$ cat config.mk
export PLATFORM = sky130hd
export DESIGN_NAME = fwd_hazard_scoreboard
export DESIGN_NICKNAME = d
export VERILOG_FILES = /design/src/rtl/fwd_hazard_scoreboard.sv
export SDC_FILE = /design/constraint.sdc
export NUM_CORES = 1
export LEC_CHECK = 0
export BUFFER_PORTS_ARGS = -buffer_cell sky130_fd_sc_hd__buf_2
export CORE_ASPECT_RATIO = 1.4
export CORE_UTILIZATION = 45
export DETAILED_ROUTE_END_ITERATION = 10
export PLACE_DENSITY_LB_ADDON = 0.05
export SETUP_SLACK_MARGIN = 0.4
export SKIP_CTS_REPAIR_TIMING = 1
export SLEW_MARGIN = 10
export SYNTH_ARGS = -nofsm -noshare
export SYNTH_HDL_FRONTEND = slang
export SYNTH_SLANG_ARGS = --single-unit
$ cat constraint.sdc
create_clock -name clk -period 2.65 [get_ports clk]
set_clock_uncertainty 0.1 [all_clocks]
set_input_delay 0.53 -clock clk [delete_from_list [all_inputs] [get_ports clk]]
set_output_delay 0.53 -clock clk [all_outputs]
set_load 0.02 [all_outputs]
$ cat src/rtl/fwd_hazard_scoreboard.sv
// Forwarding and load-use hazard unit: tracks in-flight writers for DEPTH stages past EX.
// Optional performance counters are built when FWD_HAZARD_PERF_EN is defined.
module fwd_hazard_scoreboard #(
    parameter int AW    = 5,
    parameter int NSRC  = 2,
    parameter int DEPTH = 3,
    parameter int SELW  = $clog2(DEPTH + 1)
) (
    input  logic                 clk,
    input  logic                 rst_n,
    input  logic                 ex_valid,
    input  logic [NSRC*AW-1:0]   ex_src,
    input  logic [NSRC-1:0]      ex_src_used,
    input  logic                 ex_regwrite,
    input  logic [AW-1:0]        ex_dst,
    input  logic [SELW-1:0]      ex_avail,
    input  logic                 advance,
    input  logic                 flush,
    output logic [NSRC*SELW-1:0] fwd_sel,
    output logic                 stall
`ifdef FWD_HAZARD_PERF_EN
    ,
    output logic [31:0]          perf_stall_cnt,
    output logic [31:0]          perf_fwd_cnt
`endif
);

    logic            r_vld   [1:DEPTH];
    logic [AW-1:0]   r_dst   [1:DEPTH];
    logic [SELW-1:0] r_avail [1:DEPTH];

    logic [SELW-1:0] w_sel [NSRC];
    logic [NSRC-1:0] w_stall_op;
    logic [SELW-1:0] w_ex_avail;
    logic            w_load;

    assign w_ex_avail = (ex_avail == '0) ? SELW'(1) : ex_avail;
    assign w_load     = ex_valid && ex_regwrite && !stall && !flush;

    // Oldest-to-youngest scan so the smallest matching stage overwrites the rest.
    always_comb begin
        for (int i = 0; i < NSRC; i++) begin
            w_sel[i]      = '0;
            w_stall_op[i] = 1'b0;
            if (rst_n && ex_valid && ex_src_used[i]) begin
                for (int k = DEPTH; k >= 1; k--) begin
                    if (r_vld[k] && (r_dst[k] != '0) &&
                        (r_dst[k] == ex_src[i*AW +: AW])) begin
                        if (r_avail[k] <= SELW'(k)) begin
                            w_sel[i]      = SELW'(k);
                            w_stall_op[i] = 1'b0;
                        end else begin
                            w_sel[i]      = '0;
                            w_stall_op[i] = 1'b1;
                        end
                    end
                end
            end
        end
    end

    always_comb begin
        fwd_sel = '0;
        for (int i = 0; i < NSRC; i++) begin
            fwd_sel[i*SELW +: SELW] = w_sel[i];
        end
        stall = |w_stall_op;
    end

    // A freeze holds every stage; flush only keeps the EX instruction out of stage 1.
    always_ff @(posedge clk) begin
        if (!rst_n) begin
            for (int k = 1; k <= DEPTH; k++) begin
                r_vld[k]   <= 1'b0;
                r_dst[k]   <= '0;
                r_avail[k] <= '0;
            end
        end else if (advance) begin
            for (int k = DEPTH; k >= 2; k--) begin
                r_vld[k]   <= r_vld[k-1];
                r_dst[k]   <= r_dst[k-1];
                r_avail[k] <= r_avail[k-1];
            end
            r_vld[1]   <= w_load;
            r_dst[1]   <= ex_dst;
            r_avail[1] <= w_ex_avail;
        end
    end

`ifdef FWD_HAZARD_PERF_EN
    always_ff @(posedge clk) begin
        if (!rst_n) begin
            perf_stall_cnt <= '0;
            perf_fwd_cnt   <= '0;
        end else begin
            if (stall && advance && (perf_stall_cnt != 32'hFFFF_FFFF)) begin
                perf_stall_cnt <= perf_stall_cnt + 32'd1;
            end
            if (advance && (|fwd_sel) && (perf_fwd_cnt != 32'hFFFF_FFFF)) begin
                perf_fwd_cnt <= perf_fwd_cnt + 32'd1;
            end
        end
    end
`endif

endmodule

## Word-level counts from Yosys, hierarchy flattened

Memories as Yosys holds them, arrays and structs flattened.
Cells that the tools add are included.

- $lt $le $gt $ge: 3
- Eq/ne operators: 6
- Multiplexer cells: 36
- Bitwise operators: 9
- Reductions and logical operators: 22

Operators with widths:

| operator | number |
|---|---|
| $eq 5x5->1 | 6 |
| $mux 2 | 14 |
| $mux 1 | 19 |
| $logic_and 1x1->1 | 15 |
| $mux 5 | 3 |
| $reduce_bool 5->1 | 3 |
| $or 1x1->1 | 9 |
| $le 2x2->1 const B | 2 |
| $le 2x1->1 const B | 1 |
| $logic_not 1->1 | 2 |
| $logic_not 2->1 | 1 |
| $reduce_or 2->1 | 1 |

- Register bits after elaboration: 0
- Memory bits (writable): 24
- Bits of input ports: 25
- Output and inout port bits: 5
- Logic and storage cells: 79
- Memories kept: 3

Memory list:

| memory | depth | bits a word | rd ports | clocked after memory_dff | wr ports | line | text |
|---|---|---|---|---|---|---|---|
| r_dst | 3 | 5 | 3 | 0 | 3 | 29 | `logic [AW-1:0] r_dst [1:DEPTH];` |
| r_avail | 3 | 2 | 3 | 0 | 3 | 30 | `logic [SELW-1:0] r_avail [1:DEPTH];` |
| r_vld | 3 | 1 | 3 | 0 | 3 | 28 | `logic r_vld [1:DEPTH];` |

## Logic depth before layout (Yosys ltp)

An unclocked memory read counts as a cell.

- Depth after elaboration: 13
- Gate-level depth with buffers: 5
- Gate-level depth less buffers: 5

## Worst setup path after synthesis

OpenSTA, ideal clock, no wires.

- Path kind: input -> output
- Start point: input port ex_src[4]
- End point: output port fwd_sel[0]
- Data arrival time: 1.928 ns
- Data required time: 2.020 ns
- Setup slack: 0.092 ns
- Stages on the path: 5
- Buffers on the path: 0
- Path through: xnor2_1 -> nand3_1 -> or3_1 -> or2_2 -> a21boi_0

- Cells in the longest elaborated chain, start to end: 6
- Elaborated cells between the ends (all ways): 10
- Those cells by class: eq/ne (3); mux (4); reduce/logical (3)

Ends and longest elaborated chain:

| what | line | text |
|---|---|---|
| start, declared | 12 | `input logic [NSRC*AW-1:0] ex_src,` |
| $eq 5x5->1 | 48 | `(r_dst[k] == ex_src[i*AW +: AW])) begin` |
| $logic_and 1x1->1 | 47 | `if (r_vld[k] && (r_dst[k] != '0) &&` |
| $mux 2 (2 in series) | 47 |  |
| $mux 2 * | 47 |  |
| $mux 2 * | 45 | `if (rst_n && ex_valid && ex_src_used[i]) begin` |
| end, declared | 19 | `output logic [NSRC*SELW-1:0] fwd_sel,` |

Mark *: on every way between the ends. The rest lies on a longest branch, timed or not.

==> impl_metrics.tcl <==
set metrics [dict create \
    layout_worst_path_cycle_share_pct 106.1 \
    area_growth_pct 40.85 \
    crit_end "fwd_sel[1]" \
    violations "negative setup slack" \
    finish.instance_area_mm2 0.001993 \
    slew_violations 0 \
    die_w_um 49.40 \
    met2WireLength_mm 1.940 \
    wl_met3_um 129 \
    worst_ep_required_time_ns 2.02 \
    vias 1219 \
    first_pass_iters 4 \
    cts_tree "done" \
    die_y_um 68.35 \
    ant_nets 0 \
    grt_pass1_wl_mm 5.064 \
    worst_r2r_endpoint "r_vld[0][1]" \
    rows 23 \
    ys_ff_latch 22 \
    top_layer "met4" \
    power_leakage_nw 0.8529 \
    final_nets 204 \
    synth_flop_cell "edfxtp_1" \
    clkLatencyLatePin_ns 0.27 \
    clock-sinks 22 \
    n_fill_cell 245 \
    cts_buffer_depth 2 \
    finalCriticalPeriod_ns 2.811 \
    drive_gt1_share_pct 49.44 \
    routabilityCongestion 0.8803 \
    async_flop_share_pct 0 \
    synth_top_cell_by_area "edfxtp_1" \
    yosysUniqueCellTypes 35 \
    grt_pass1_vias 1116 \
    clk_transition_reported_paths_ns 0.07 \
    worstMarginPinSlew_ns 0.3388 \
    powerDensity_mw_per_mm2 471.1 \
    worst_setup_path_start_kind "flop" \
    ys_top_cells_by_area "edfxtp_1 (47%), xnor2_1 (13%), and3_1 (9.3%)" \
    r2r_cells 6 \
    viasPerCell 5.670 \
    dp_slack_ns -0.06437 \
    wl_met1_mm 1.409 \
    core_area_mm2 0.002935 \
    numPortBuffers 29 \
    hold_viol_final 0 \
    post-route-util_pct 67.90 \
    dp_hpwl_mm 2.471 \
    vdd_drop_max_mv 0.5742 \
    setup_slack_ns -0.1610 \
    setup_viol 5 \
    numCtsBuffers 3 \
    synthDominantCellAreaShare_pct 46.68 \
    grt_max_degree 24 \
    wirelength_mm 3.652 \
    overflow 0 \
    io_pins 30 \
    antenna_found_initial 0 \
    drt_iter0_markers 39 \
    relSlewSlack_pct 77.20 \
    rrSetupSlack_ns 0.50 \
    arrival_ns 2.18 \
    timing.hold.ws_ns 0.4470 \
    synth_common_cells "edfxtp_1 (22), and3_1 (21), xnor2_1 (21), xor2_1 (9), nand2_1 (7)" \
    maxCapViolations 0 \
    startpoint "r_dst[0][15]" \
    cts_root_buf "clkbuf_8" \
    die_area_mm2 0.003376 \
    cp_max_fo 2 \
    wire_per_inst_um 16.99 \
    timing.fmax_ghz 0.3557 \
    rr_startpoint "r_dst[0][6]" \
    drcViolationCount 0 \
    placed_area_mm2 0.001699 \
    synth_area_mm2 0.001415 \
    synth_seq_area_share_pct 46.68 \
    htreeDepth 1 \
    end_kind "output port" \
    rsz0062_at_grt "true" \
    synth.most_common_cell "edfxtp_1" \
    gr-usage-all-layers_pct 20.79 \
    worstSetupPathType "flop to output port" \
    synth_fp_nets 153 \
    avgSynthCellArea_um2 11.06 \
    synthCells 128 \
    yosys_warnings 0 \
    n_antenna_cell 0 \
    synth_edf_count 22 \
    hold_class "primary input to flop" \
    initial_core_util_pct 48.21 \
    run_status "finished, violations left" \
]
[stage by stage]
stage | instances | total power [W] | setup TNS, ns
floorplan | 128 | 0.0005251 | 0
global route | 215 | 0.0009702 | -0.7407
global placement | 201 | 0.0005838 | -0.05964
CTS | 205 | 0.0008968 | -0.7418
detailed placement | 201 | 0.0005898 | -0.08017
finish | 215 | 0.0009390 | -0.4663
[placed cells by master, fill, tap and decap left out, types with 2 or more instances in the layout]
cell type	instances
and3_1	21
buf_2	25
buf_4	22
buf_6	3
clkbuf_8	3
edfxtp_1	22
nand2_1	6
nand3_1	2
nand3_2	3
nand4_1	2
nor4_1	2
nor4_2	2
o21ai_4	2
or2_4	2
or4_4	4
xnor2_1	18
xnor2_2	3
xor2_1	9
[worst min path at each step]
stage / start / end / slack, ns / cells past startpoint
after global routing: flush / r_vld[0][1] / 0.45 / 2
after detailed placement: r_avail[0][2] / r_avail[0][4] / 0.43 / 1
after floorplan: r_avail[0][2] / r_avail[0][4] / 0.42 / 1
final: flush / r_vld[0][1] / 0.45 / 2
after CTS: flush / r_vld[0][1] / 0.45 / 2
after global placement: r_avail[0][2] / r_avail[0][4] / 0.43 / 1
[routing by layer]
layer	up-vias	GRT usage, %
met3	14	2.000
met2	38	38.18
met4	0	12.14
met1	588	23.55
li1	579	-
met5	-	0
[area by class of cell]
class                           instances  area, um2  share of cell area (%)
Sequential cell                        22      660.6                   33.15
Tap cell                               37      46.29                   2.323
Multi-Input combinational cell        101      887.1                   44.51
Timing Repair Buffer                   50      324.1                   16.26
Inverter                                1      3.754                  0.1883
Clock inverter                          1      30.03                   1.507
Clock buffer                            3      41.29                   2.072
[critical path, stage by stage, from the launching register on]
cell      delay [ns]
edfxtp_1        0.43
or4_4           0.58
o21ai_4         0.21
nor4_4          0.08
buf_4           0.14
nand2b_4        0.12
and4b_2         0.22
buf_6           0.13
[power breakdown]
group          total, W  internal [W]  switching, W
Combinational  0.000190     0.0000948     0.0000952
Clock          0.000311      0.000202      0.000109
Sequential     0.000438      0.000410     0.0000280
[state kept, by name (all words and copies together), names as in the netlist]
register  cells
r_avail       4
r_dst        15
r_vld         3
[cells by family after synthesis]
kind of cell,count (synthesis),synth area share [%]
simple gates,63,28.56
xor+xnor,30,18.57
flops,22,46.68
compound gates,8,4.863
buf+inv,5,1.326
(Power assumes the default switching activity.)
